===== config.mk =====
export PLATFORM = sky130hd
export DESIGN_NAME = program_loader
export DESIGN_NICKNAME = d
export VERILOG_FILES = /design/src/rtl/program_loader_pkg.sv /design/src/rtl/program_loader_byte_to_word_packer.sv /design/src/rtl/program_loader.sv
export SDC_FILE = /design/constraint.sdc
export NUM_CORES = 1
export LEC_CHECK = 0
export BUFFER_PORTS_ARGS = -buffer_cell sky130_fd_sc_hd__buf_2
export CORE_AREA = 10 10 404 406
export CTS_BUF_LIST = sky130_fd_sc_hd__clkbuf_2 sky130_fd_sc_hd__clkbuf_4 sky130_fd_sc_hd__clkbuf_8
export CTS_CLUSTER_DIAMETER = 40
export DETAILED_ROUTE_END_ITERATION = 7
export DIE_AREA = 0 0 414 416
export GPL_ROUTABILITY_DRIVEN = 0
export PLACE_DENSITY = 0.56
export SLEW_MARGIN = 0
export SYNTH_ARGS = -nofsm -noshare
export SYNTH_HDL_FRONTEND = slang
export SYNTH_SLANG_ARGS = --single-unit

===== constraint.sdc =====
create_clock -name clk -period 6 [get_ports clk]
set_input_delay 0.3 -clock clk [delete_from_list [all_inputs] [get_ports clk]]
set_output_delay 0.3 -clock clk [all_outputs]
set_load 0.1 [all_outputs]

===== src/rtl/program_loader_pkg.sv =====
// Shared definitions for the program loader: FSM state encoding and the
// default reply bytes sent back over the UART once the header/image is handled.
package program_loader_pkg;

    typedef enum logic [2:0] {
        StHdr,
        StLoad,
        StSend,
        StDone,
        StError
    } state_e;

    localparam logic [7:0] DefAckByte  = 8'hAA;
    localparam logic [7:0] DefNackByte = 8'h55;

endpackage


===== src/rtl/program_loader_byte_to_word_packer.sv =====
// Byte-to-word packer: gathers little-endian bytes into 32-bit words.
// Ports:
//   clk, rstn   clock and asynchronous active-low reset
//   byte_valid  accept byte_data on this edge
//   byte_data   incoming byte
//   word_valid  combinational pulse: this byte completes a word
//   word        assembled word {byte_data, three buffered bytes}
module program_loader_byte_to_word_packer (
    input  logic        clk,
    input  logic        rstn,
    input  logic        byte_valid,
    input  logic [7:0]  byte_data,
    output logic        word_valid,
    output logic [31:0] word
);

    logic [1:0]  idx_q;
    logic [23:0] buf_q;

    always_ff @(posedge clk or negedge rstn) begin
        if (!rstn) begin
            idx_q <= 2'd0;
            buf_q <= 24'd0;
        end else if (byte_valid) begin
            idx_q <= idx_q + 2'd1;
            // Shift right so that after three bytes buf_q = {b2, b1, b0}.
            buf_q <= {byte_data, buf_q[23:8]};
        end
    end

    // The 4th byte is used directly so the word is ready on the same edge.
    assign word_valid = byte_valid && (idx_q == 2'd3);
    assign word       = {byte_data, buf_q};

endmodule


===== src/rtl/program_loader.sv =====
// Program loader: receives a program image over UART (4-byte word count, then
// N little-endian words), stores it in a flat instruction image, holds the core
// in reset until loading completes and answers with an ACK or NACK byte.
// Ports:
//   clk, rstn            clock and asynchronous active-low reset
//   rx_valid, rx_data    received byte strobe and data
//   tx_ready             transmitter can accept a byte
//   tx_valid, tx_data    reply byte, held until tx_ready
//   imem_image           word i at bits [32i+31:32i]
//   core_rstn            core reset, released in DONE
//   load_done            high in DONE
//   load_error           high in ERROR
module program_loader
    import program_loader_pkg::*;
#(
    parameter int unsigned IMEM_DEPTH = 32,
    parameter int unsigned CNT_W      = 6,
    parameter logic [7:0]  ACK_BYTE   = DefAckByte,
    parameter logic [7:0]  NACK_BYTE  = DefNackByte
) (
    input  logic                    clk,
    input  logic                    rstn,
    input  logic                    rx_valid,
    input  logic [7:0]              rx_data,
    input  logic                    tx_ready,
    output logic                    tx_valid,
    output logic [7:0]              tx_data,
    output logic [32*IMEM_DEPTH-1:0] imem_image,
    output logic                    core_rstn,
    output logic                    load_done,
    output logic                    load_error
);

    state_e             state_q, state_d;
    logic [CNT_W-1:0]   cnt_q, cnt_d;
    logic [31:0]        hdr_q, hdr_d;
    logic [7:0]         tx_data_q, tx_data_d;
    logic               wr_en;
    logic               byte_accept;
    logic               word_valid;
    logic [31:0]        word;

    // Bytes arriving in SEND/DONE/ERROR never touch the packer.
    assign byte_accept = rx_valid && ((state_q == StHdr) || (state_q == StLoad));

    program_loader_byte_to_word_packer u_packer (
        .clk        (clk),
        .rstn       (rstn),
        .byte_valid (byte_accept),
        .byte_data  (rx_data),
        .word_valid (word_valid),
        .word       (word)
    );

    always_comb begin
        state_d   = state_q;
        cnt_d     = cnt_q;
        hdr_d     = hdr_q;
        tx_data_d = tx_data_q;
        wr_en     = 1'b0;
        unique case (state_q)
            StHdr: begin
                if (word_valid) begin
                    hdr_d = word;
                    if (word == 32'd0) begin
                        state_d   = StSend;
                        tx_data_d = ACK_BYTE;
                    end else if (word > IMEM_DEPTH) begin
                        state_d   = StSend;
                        tx_data_d = NACK_BYTE;
                    end else begin
                        state_d = StLoad;
                    end
                end
            end
            StLoad: begin
                if (word_valid) begin
                    wr_en = 1'b1;
                    cnt_d = cnt_q + CNT_W'(1);
                    if ((32'(cnt_q) + 32'd1) == hdr_q) begin
                        state_d   = StSend;
                        tx_data_d = ACK_BYTE;
                    end
                end
            end
            StSend: begin
                if (tx_ready) begin
                    state_d = (tx_data_q == ACK_BYTE) ? StDone : StError;
                end
            end
            StDone:  state_d = StDone;
            StError: state_d = StError;
            default: state_d = StHdr;
        endcase
    end

    always_ff @(posedge clk or negedge rstn) begin
        if (!rstn) begin
            state_q   <= StHdr;
            cnt_q     <= '0;
            hdr_q     <= 32'd0;
            tx_data_q <= 8'd0;
        end else begin
            state_q   <= state_d;
            cnt_q     <= cnt_d;
            hdr_q     <= hdr_d;
            tx_data_q <= tx_data_d;
        end
    end

    for (genvar gi = 0; gi < IMEM_DEPTH; gi++) begin : g_word
        always_ff @(posedge clk or negedge rstn) begin
            if (!rstn) begin
                imem_image[32*gi +: 32] <= 32'd0;
            end else if (wr_en && (cnt_q == CNT_W'(gi))) begin
                imem_image[32*gi +: 32] <= word;
            end
        end
    end

    assign tx_valid   = (state_q == StSend);
    assign tx_data    = tx_data_q;
    assign core_rstn  = (state_q == StDone);
    assign load_done  = (state_q == StDone);
    assign load_error = (state_q == StError);

endmodule


Word-level counts from Yosys, hierarchy flattened
Index checks and enable logic that the tools add are counted.

word-level totals
  register bits after elaboration = 1099
  bits of input ports = 12
  output and inout bits = 1036
  logic and storage cells = 144

cells by class
  add/subtract/negate cells = 3
  $lt $le $gt $ge = 1
  equal/unequal tests = 43
  muxes and demuxes = 16
  reductions and logical operators = 43

operators by type and width
  operator             number
  $eq 6x5->1 const B   16
  $eq 6x4->1 const B   8
  $mux 8               5
  $logic_and 1x1->1    34
  $eq 7x32->1          1
  $gt 32x6->1 const B  1
  $logic_not 32->1     1
  $eq 6x3->1 const B   4
  $mux 3               6
  $pmux 8 s2           1
  $pmux 3 s5           1
  $eq 6x2->1 const B   2
  $eq 8x8->1 const B   1
  $add 6x1->7 const B  1
  $add 6x1->6 const B  1
  $eq 3x2->1 const B   2
  $eq 6x1->1 const B   1
  $logic_not 6->1      1
  $ne 2x1->1 const B   3
  $reduce_and 5->1     1
  $reduce_and 2->1     2
  $reduce_and 4->1     1
  $eq 3x1->1 const B   1
  $eq 3x3->1 const B   1
  other kinds (9)      10

Longest topological paths before layout
Gate-level depths: netlist (run 1).

  depth after elaboration = 7
  depth in mapped cells = 7
  mapped depth without buffers = 7

Hierarchy
A second synthesis (run 1) with hierarchy kept.

second synthesis, totals
  cell total of the unflattened synthesis = 2554
  area, all modules = 41782.6 µm²

modules (own cells, without submodules)
  module                              instances  cells each  area an instance (µm²)  seq. area each (µm²)
  program_loader                      1          2489        40644.0                 26700.6
  program_loader_byte_to_word_packer  1          65          1138.6                  650.6

Worst setup path after synthesis (run 1)
No wires, ideal clock.

  kind = register to output
  start point = register state_q[0]
  end point = output load_done
  arrival time = 3469 ps
  data required time = 5700 ps
  path slack = 2231 ps
  stages on the path, launching flop included = 4
  cells stage by stage = dfrtp_1 -> clkbuf_1 -> nor3b_1 -> buf_4

between the ends
  longest elaborated chain between the ends = 1

ends and longest elaborated chain
  element                   line                   RTL
  start: declaration        program_loader.sv:34   state_e state_q, state_d;
  start signal: assignment  program_loader.sv:99   state_q <= StHdr;
  start signal: assignment  program_loader.sv:104  state_q <= state_d;
  $eq 3x2->1                -
  end: declaration          program_loader.sv:30   output logic load_done,

Every way passes these cells.

Worst setup path after layout (run 1)
  start point = register state_q[0]
  end point = register imem_image[485]

between the ends
  longest elaborated chain between the ends = 7

ends and longest elaborated chain
  element                                        line                                        RTL
  $eq 3x1->1 or $logic_not 3->1 (tied branches)  program_loader.sv:44, program_loader.sv:61
  $logic_or 1x1->1                               program_loader.sv:44                        assign byte_accept = rx_valid && ((state_q == StHdr) || (state_q == StLoad));
  $logic_and 1x1->1                              program_loader.sv:44
  $logic_and 1x1->1                              program_loader_byte_to_word_packer.sv:32    assign word_valid = byte_valid && (idx_q == 2'd3);
  $mux 1                                         program_loader.sv:77                        if (word_valid) begin
  $mux 1 *                                       program_loader.sv:61                        unique case (state_q)
  $logic_and 1x1->1 *                            program_loader.sv:115                       end else if (wr_en && (cnt_q == CNT_W'(gi))) begin
  end signal: indexed assignment                 program_loader.sv:116                       imem_image[32*gi +: 32] <= word;
  end: declaration                               program_loader.sv:28                        output logic [32*IMEM_DEPTH-1:0] imem_image,

Every way passes the cells marked *; elsewhere a longest branch is shown, timed or not.
A chain may end at the register's enable or synchronous reset.

==> results_dict.tcl, run 1 <==
set metrics [dict create \
    cap_violations 0 \
    worstPathArrival_ns 3.90 \
    cellLeakagePower_uw 0.03053 \
    die_w_um 414 \
    drtPass1Iterations 5 \
    drv_slew 0 \
    ys_ff_latch 1093 \
    wl_per_cell_um 27.96 \
    worstPathCellList "or3b_4 > nor4_4 > buf_4 > and3_2 > mux2_2" \
    antenna_left 0 \
    antenna_found_initial 20 \
    yosysSeqAreaShare_pct 64.86 \
    cpMaxStageDelayCell "and3_2" \
    yosys.area_share.simple_pct 1.881 \
    routed_wl_mm 163.2 \
    worst_slew_pin_slew_ns 1.085 \
    post-synth-top-area-cell "dfrtp_1" \
    whs_path_depth 3 \
    io_buffers 1047 \
    grt-ovfl-total 0 \
    max_stage_delay_ns 0.96 \
    cts_made_buffers 200 \
    core-area_um2 155300 \
    setup_viol 0 \
    r2r-end "imem_image[485]$_DFFE_PN0P_" \
    area_growth_pct 27.13 \
    h-tree-depth 4 \
    final_hold_viol_count 0 \
    critical_path.endpoint_type "flop" \
    synth_area_leaders "dfrtp_1, mux2_2, buf_6" \
    die_h_um 416 \
    layout_min_cycle_time_ns 3.183 \
    synth_top_family_by_area "multiplexers" \
    synth_area_um2 42170 \
    grt_max_degree 166 \
    clk_pin_slew_worst_paths_ns 0.06 \
    ios 1048 \
    hpwl_mm 106.8 \
    worst-endpoint-required_ns 6.72 \
    synthDistinctLibCells 50 \
    grt_pass1_wl_mm 225.6 \
    worst-r2r-cell-count 5 \
    synth-compound-area-share_pct 0.3145 \
    fmax_ghz 0.3142 \
    drc 0 \
    r2r_start "state_q[0]$_DFFE_PN0P_" \
    yosysMostFrequentCell "dfrtp_1" \
    synth_fa_ha_area_share_pct 0.1484 \
    synth_common_cells "dfrtp_1, mux2_2, clkbuf_1, buf_6, mux2_1" \
    clockBufferDepth 3 \
    synthXorXnorAreaFrac_pct 0.2492 \
    hold_end "imem_image[891]$_DFFE_PN0P_" \
    layout.nets 3640 \
    synthMuxAreaShare_pct 29.03 \
    rsz0062_at_grt "false" \
    grt_util_all_layers_pct 18.30 \
    r2r_slack_ns 2.82 \
    synth.avg_cell_area_um2 16.53 \
    worstSetupStartpointType "flop" \
    drt_iter0_markers 1582 \
    synth_ff_type "dfrtp_1" \
    cts-root-buf "clkbuf_8" \
    synthesis.instances 2551 \
    synthesis.nets 2568 \
    viasPerCell 4.530 \
    final.setup.tns_ns 0 \
    drive_gt1_share_pct 67.85 \
    cts_tree "done" \
    dieArea_um2 172200 \
    irDropWorstVdd_uv 494.9 \
    synth_top_cell_area_share_pct 64.86 \
    worstSetupPathType "flop to flop" \
    outcome "complete, no violations" \
    worstSkewPairLatency_ns 0.87 \
    start_util_pct 27.15 \
    clock_skew_ns 0.04146 \
    placementRows 145 \
    hold_ws_ns 0.1925 \
    ys_warn_count 0 \
    first_global_vias 28030 \
    synth_edf_count 0 \
    via_count 26440 \
    async_flop_share_pct 100.0 \
    finalCritPeriodShare_pct 53.04 \
    hp-class "input pin to flop" \
    clock-sinks 1093 \
    power.density_nw_per_um2 372.1 \
    slew_headroom_pct 27.09 \
    hp-start "rx_data[3]" \
    cp_max_fo 32 \
    fillers 15350 \
]
where the power goes:
group	switching [uW]	total, uW	leakage, uW	internal (uW)
logic	3470	4140	0.0131	672
clock network	3240	7840	0.00234	4600
registers	234	7970	0.0151	7730
cell type report:
cell class | instances | area [um2] | share of cell area, %
multi-input combinational | 1218 | 13410 | 25.01
antenna | 9 | 22.52 | 0.04201
clock buffer | 293 | 3682 | 6.869
sequential | 1093 | 27380 | 51.08
timing repair buffer | 1104 | 5741 | 10.71
clock inverter | 56 | 774.5 | 1.445
tap | 2058 | 2575 | 4.803
inverter | 6 | 22.52 | 0.04201
sequential cells by signal, indices dropped and copies added (netlist names):
signal and flops:
cnt_q 6, hdr_q 32, imem_image 1024, state_q 3, tx_data 2, u_packer.buf_q 24
u_packer.idx_q 2
metrics by stage:
stage          power (uW)  setup slack, ns  instance area (um2)  utilization [%]  std cells
2_1_floorplan       10480            2.231                42170                -       2551
3_3_place_gp        12350            2.870                49080            31.60       5474
3_5_place_dp        12390            2.768                49080            31.60       5474
4_1_cts             20330            2.764                53590            34.50       5828
5_1_grt             20780            2.633                53590            34.51       5830
6_report            19950            2.817                53610            34.52       5837
per-layer routing:
metal / vias up / global-route usage [%] / part of all wire (%)
li1: 11120 / - / -
met1: 14070 / 21.72 / 40
met2: 978 / 31.65 / 50
met3: 275 / 5.015 / 6.5
met4: 2 / 6.513 / 3.5
met5: - / 0 / 0.0067
cells by family (layout without fill, tap and decap cells):
logic type	after synthesis	in the layout
AOI/OAI and AO/OA	19	19
xor gates and xnor gates	12	12
adders and majority gates	5	5
buffers and inverters	240	1459
DFF	1093	1093
muxes	1083	1083
other	0	9
and+or+nand+nor	99	99
critical path: cells and delay by family, from the launching register on:
family | cells | cell delay [ns]
and+or+nand+nor | 3 | 1.63
DFF | 1 | 0.55
muxes | 1 | 0.42
buffers and inverters | 1 | 0.37
worst max-delay path by stage:
stage	startpoint	to	slack [ns]	cells past startpoint
after CTS	state_q[0]$_DFFE_PN0P_	imem_image[1005]$_DFFE_PN0P_	2.76	4
after global placement	state_q[0]$_DFFE_PN0P_	imem_image[449]$_DFFE_PN0P_	2.87	6
after global routing	state_q[0]$_DFFE_PN0P_	imem_image[481]$_DFFE_PN0P_	2.63	5
after floorplan	state_q[0]$_DFFE_PN0P_	load_done	2.23	3
final	state_q[0]$_DFFE_PN0P_	imem_image[485]$_DFFE_PN0P_	2.82	5
after detailed placement	state_q[0]$_DFFE_PN0P_	imem_image[1010]$_DFFE_PN0P_	2.77	4
cells in the final DEF, fill, tap and decap left out, types with 4 or more instances in the layout:
cell | Yosys | routed
buf_12 | 0 | 4
buf_2 | 18 | 1046
buf_4 | 7 | 48
bufinv_16 | 0 | 15
clkbuf_4 | 0 | 56
clkbuf_8 | 0 | 237
clkinv_2 | 0 | 20
clkinvlp_4 | 0 | 6
dfrtp_1 | 1093 | 1069
dfrtp_2 | 0 | 24
diode_2 | 0 | 9
dlygate4sd3_1 | 0 | 5
ha_1 | 5 | 5
inv_1 | 6 | 6
inv_6 | 0 | 4
inv_8 | 0 | 4
mux2_1 | 39 | 39
mux2_2 | 1032 | 1032
mux2_4 | 12 | 12
nand2_1 | 4 | 4
nand2_4 | 12 | 12
nand3_2 | 0 | 6
nand3_4 | 10 | 13
nand4_1 | 6 | 6
nor2_1 | 11 | 11
nor3_1 | 6 | 6
nor4_1 | 14 | 13
xnor2_1 | 4 | 4
xor2_1 | 8 | 8
repair_timing:
item | in CTS | in global routing
hold buffers | 5 | 0
hold endpoints to repair | 79 | 0
resized for setup | 0 | 0
buffers inserted | 0 | 0
No activity file was read; power rests on OpenSTA's default activity.
==> run 2, diff against run 1 <==
--- a/config.mk
+++ b/config.mk
@@ -6,13 +6,13 @@
 export NUM_CORES = 1
 export LEC_CHECK = 0
 export BUFFER_PORTS_ARGS = -buffer_cell sky130_fd_sc_hd__buf_2
-export CORE_AREA = 10 10 404 406
+export CORE_AREA = 10 10 402 404
 export CTS_BUF_LIST = sky130_fd_sc_hd__clkbuf_2 sky130_fd_sc_hd__clkbuf_4 sky130_fd_sc_hd__clkbuf_8
 export CTS_CLUSTER_DIAMETER = 40
 export DETAILED_ROUTE_END_ITERATION = 7
-export DIE_AREA = 0 0 414 416
+export DIE_AREA = 0 0 412 414
 export GPL_ROUTABILITY_DRIVEN = 0
-export PLACE_DENSITY = 0.56
+export PLACE_DENSITY = 0.58
 export SLEW_MARGIN = 0
 export SYNTH_ARGS = -nofsm -noshare
 export SYNTH_HDL_FRONTEND = slang
==> constraint.sdc (replaced) <==
create_clock -name clk -period 2.9 [get_ports clk]
set_input_delay 0.145 -clock clk [delete_from_list [all_inputs] [get_ports clk]]
set_output_delay 0.145 -clock clk [all_outputs]
set_load 0.1 [all_outputs]
==> run 2 against run 1 <==
Worst hold slack lost 0.033 ns; sequential power grew 110%; clock power grew 98%; register-to-register slack worse by 2.6 ns; core utilization rose by 0.86 points; clock skew rose by 0.016 ns; sequential share of layout area decreased by 0.59 points; non-clock buffer count rose by 79.
==> results_dict.tcl, run 2 (same netlist as run 1, synthesis figures left out) <==
set metrics [dict create \
    final_common_cell "dfrtp_1" \
    r2r-end "imem_image[578]$_DFFE_PN0P_" \
    grt-ovfl-total 0 \
    wl_per_cell_um 28.24 \
    outcome "complete, no violations" \
    finalCritPeriodShare_pct 92.07 \
    die_h_um 414 \
    drc 0 \
    clk_pin_slew_worst_paths_ns 0.06 \
    die_w_um 412 \
    setup_viol 0 \
    ios 1048 \
    drive_gt1_share_pct 68.15 \
    largest_reg_flops 1024 \
    worst-endpoint-required_ns 2.76 \
    worst_slew_pin_slew_ns 0.9753 \
    core-area_um2 153300 \
    first_global_vias 28820 \
    viasPerCell 4.600 \
    critPathBufInv 2 \
    power.density_nw_per_um2 754.0 \
    via_count 27070 \
    cp_max_fo 7 \
    grt_max_degree 99 \
    area_growth_pct 28.63 \
    worstPathArrival_ns 2.53 \
    final_hold_viol_count 0 \
    layout_min_cycle_time_ns 2.670 \
    layout.nets 3711 \
    post_cts.repair.setup_buffers 0 \
    hp-class "input pin to async pin" \
    critical_path.endpoint_type "output port" \
    drv_slew 0 \
    slew_headroom_pct 34.98 \
    worstPathCellList "inv_1 > nor3b_2 > buf_2" \
    antenna_found_initial 24 \
    cellLeakagePower_uw 0.03087 \
    top_register "imem_image" \
    r2r_start "state_q[1]$_DFFE_PN0P_" \
    fmax_ghz 0.3745 \
    drtPass1Iterations 5 \
    hold_ws_ns 0.1597 \
    clockBufferDepth 3 \
    r2r_slack_ns 0.23 \
    start_util_pct 27.50 \
    fin_area_um2 54240 \
    worst-r2r-cell-count 6 \
    rsz0062_at_grt "false" \
    irDropWorstVdd_uv 974.9 \
    clock_skew_ns 0.05775 \
    worstSetupStartpointType "flop" \
    cpMaxStageDelayCell "buf_2" \
    dieArea_um2 170600 \
    clock-sinks 1093 \
    grt_util_all_layers_pct 18.77 \
    grt_pass1_wl_mm 228.9 \
    cp.depth 3 \
    placementRows 144 \
    cts_tree "done" \
    max_stage_delay_ns 0.52 \
    cts-root-buf "clkbuf_8" \
    antenna_left 0 \
    io_buffers 1047 \
    worstSkewPairLatency_ns 0.91 \
    cap_violations 0 \
    largestRegisters "imem_image: 1024 flops, hdr_q: 32 flops, u_packer.buf_q: 24 flops" \
    routed_wl_mm 166.2 \
    hpwl_mm 112.1 \
    final_cell_mix "dfrtp_1, buf_2, mux2_2" \
    cts_made_buffers 192 \
    worstSetupPathType "flop to output port" \
    final.setup.tns_ns 0 \
    path_delay_family "buffers and inverters" \
    place_area_um2 49840 \
    h-tree-depth 4 \
    crit_path_end "core_rstn" \
    startpoint "state_q[1]$_DFFE_PN0P_" \
    drt_iter0_markers 1543 \
]
==> run 2: cell types whose count changed in the layout (fill, tap and decap cells not counted), sizes merged <==
| cell | previous run | this run |
|---|---|---|
| clkinvlp | 6 | 8 |
| diode | 9 | 10 |
| clkinv | 25 | 10 |
| buf | 1099 | 1169 |
| inv | 16 | 18 |
| dlygate4sd3 | 5 | 14 |
| bufinv | 15 | 7 |
==> run 2: through the flow <==
step	utilization, %	setup slack, ns	instances	total power [uW]
finish	35.38	0.2299	5884	40900
global placement	32.50	0.2232	5529	25840
CTS	35.36	0.01082	5874	41600
floorplan	-	0.1134	2551	21680
global route	35.36	0.04656	5876	42580
detailed placement	32.50	0.2211	5529	25930
==> run 2: how the worst min path moves through the flow <==
stage          startpoint                     endpoint  depth (start not counted)  slack, ns
5_1_grt              rstn  imem_image[782]$_DFFE_PN0P_                          3       0.10
6_report             rstn  imem_image[783]$_DFFE_PN0P_                          3       0.16
2_1_floorplan        rstn         cnt_q[0]$_DFFE_PN0P_                          0      -0.15
3_5_place_dp         rstn  imem_image[138]$_DFFE_PN0P_                          1       0.22
3_3_place_gp         rstn  imem_image[138]$_DFFE_PN0P_                          1       0.22
4_1_cts              rstn  imem_image[783]$_DFFE_PN0P_                          3       0.05
==> run 2: area by class of cell <==
class | instances | area [um2]
Sequential cell | 1093 | 27380
Tap cell | 2044 | 2557
Clock buffer | 293 | 3657
Timing Repair Buffer | 1183 | 6626
Inverter | 6 | 22.52
Clock inverter | 37 | 556.8
Fill cell | 15070 | 99080
Multi-Input combinational cell | 1218 | 13410
Antenna cell | 10 | 25.02
==> run 2: worst min-delay path: cells and delay by family <==
family   cells  cell delay [ns]
buf+inv      3             1.22
==> run 2: power by group <==
part	switching (uW)	leakage (uW)	internal [uW]
sequential	512	0.0151	16000
combinational	7390	0.0136	1530
clock	6710	0.00219	8750
==> run 2: metal layers <==
metal  vias up  part of all wire [%]  global-route usage, %
li1      11250                     -                      -
met1     14490                    40                  22.51
met2      1069                    49                  31.92
met3       266                   7.6                  5.302
met4         2                   3.4                  6.715
met5         -                0.0084                      0
==> run 2: repair_timing <==
item,CTS,global route
resized for setup,0,0
hold buffers,15,0
endpoints found under the hold margin,1237,0
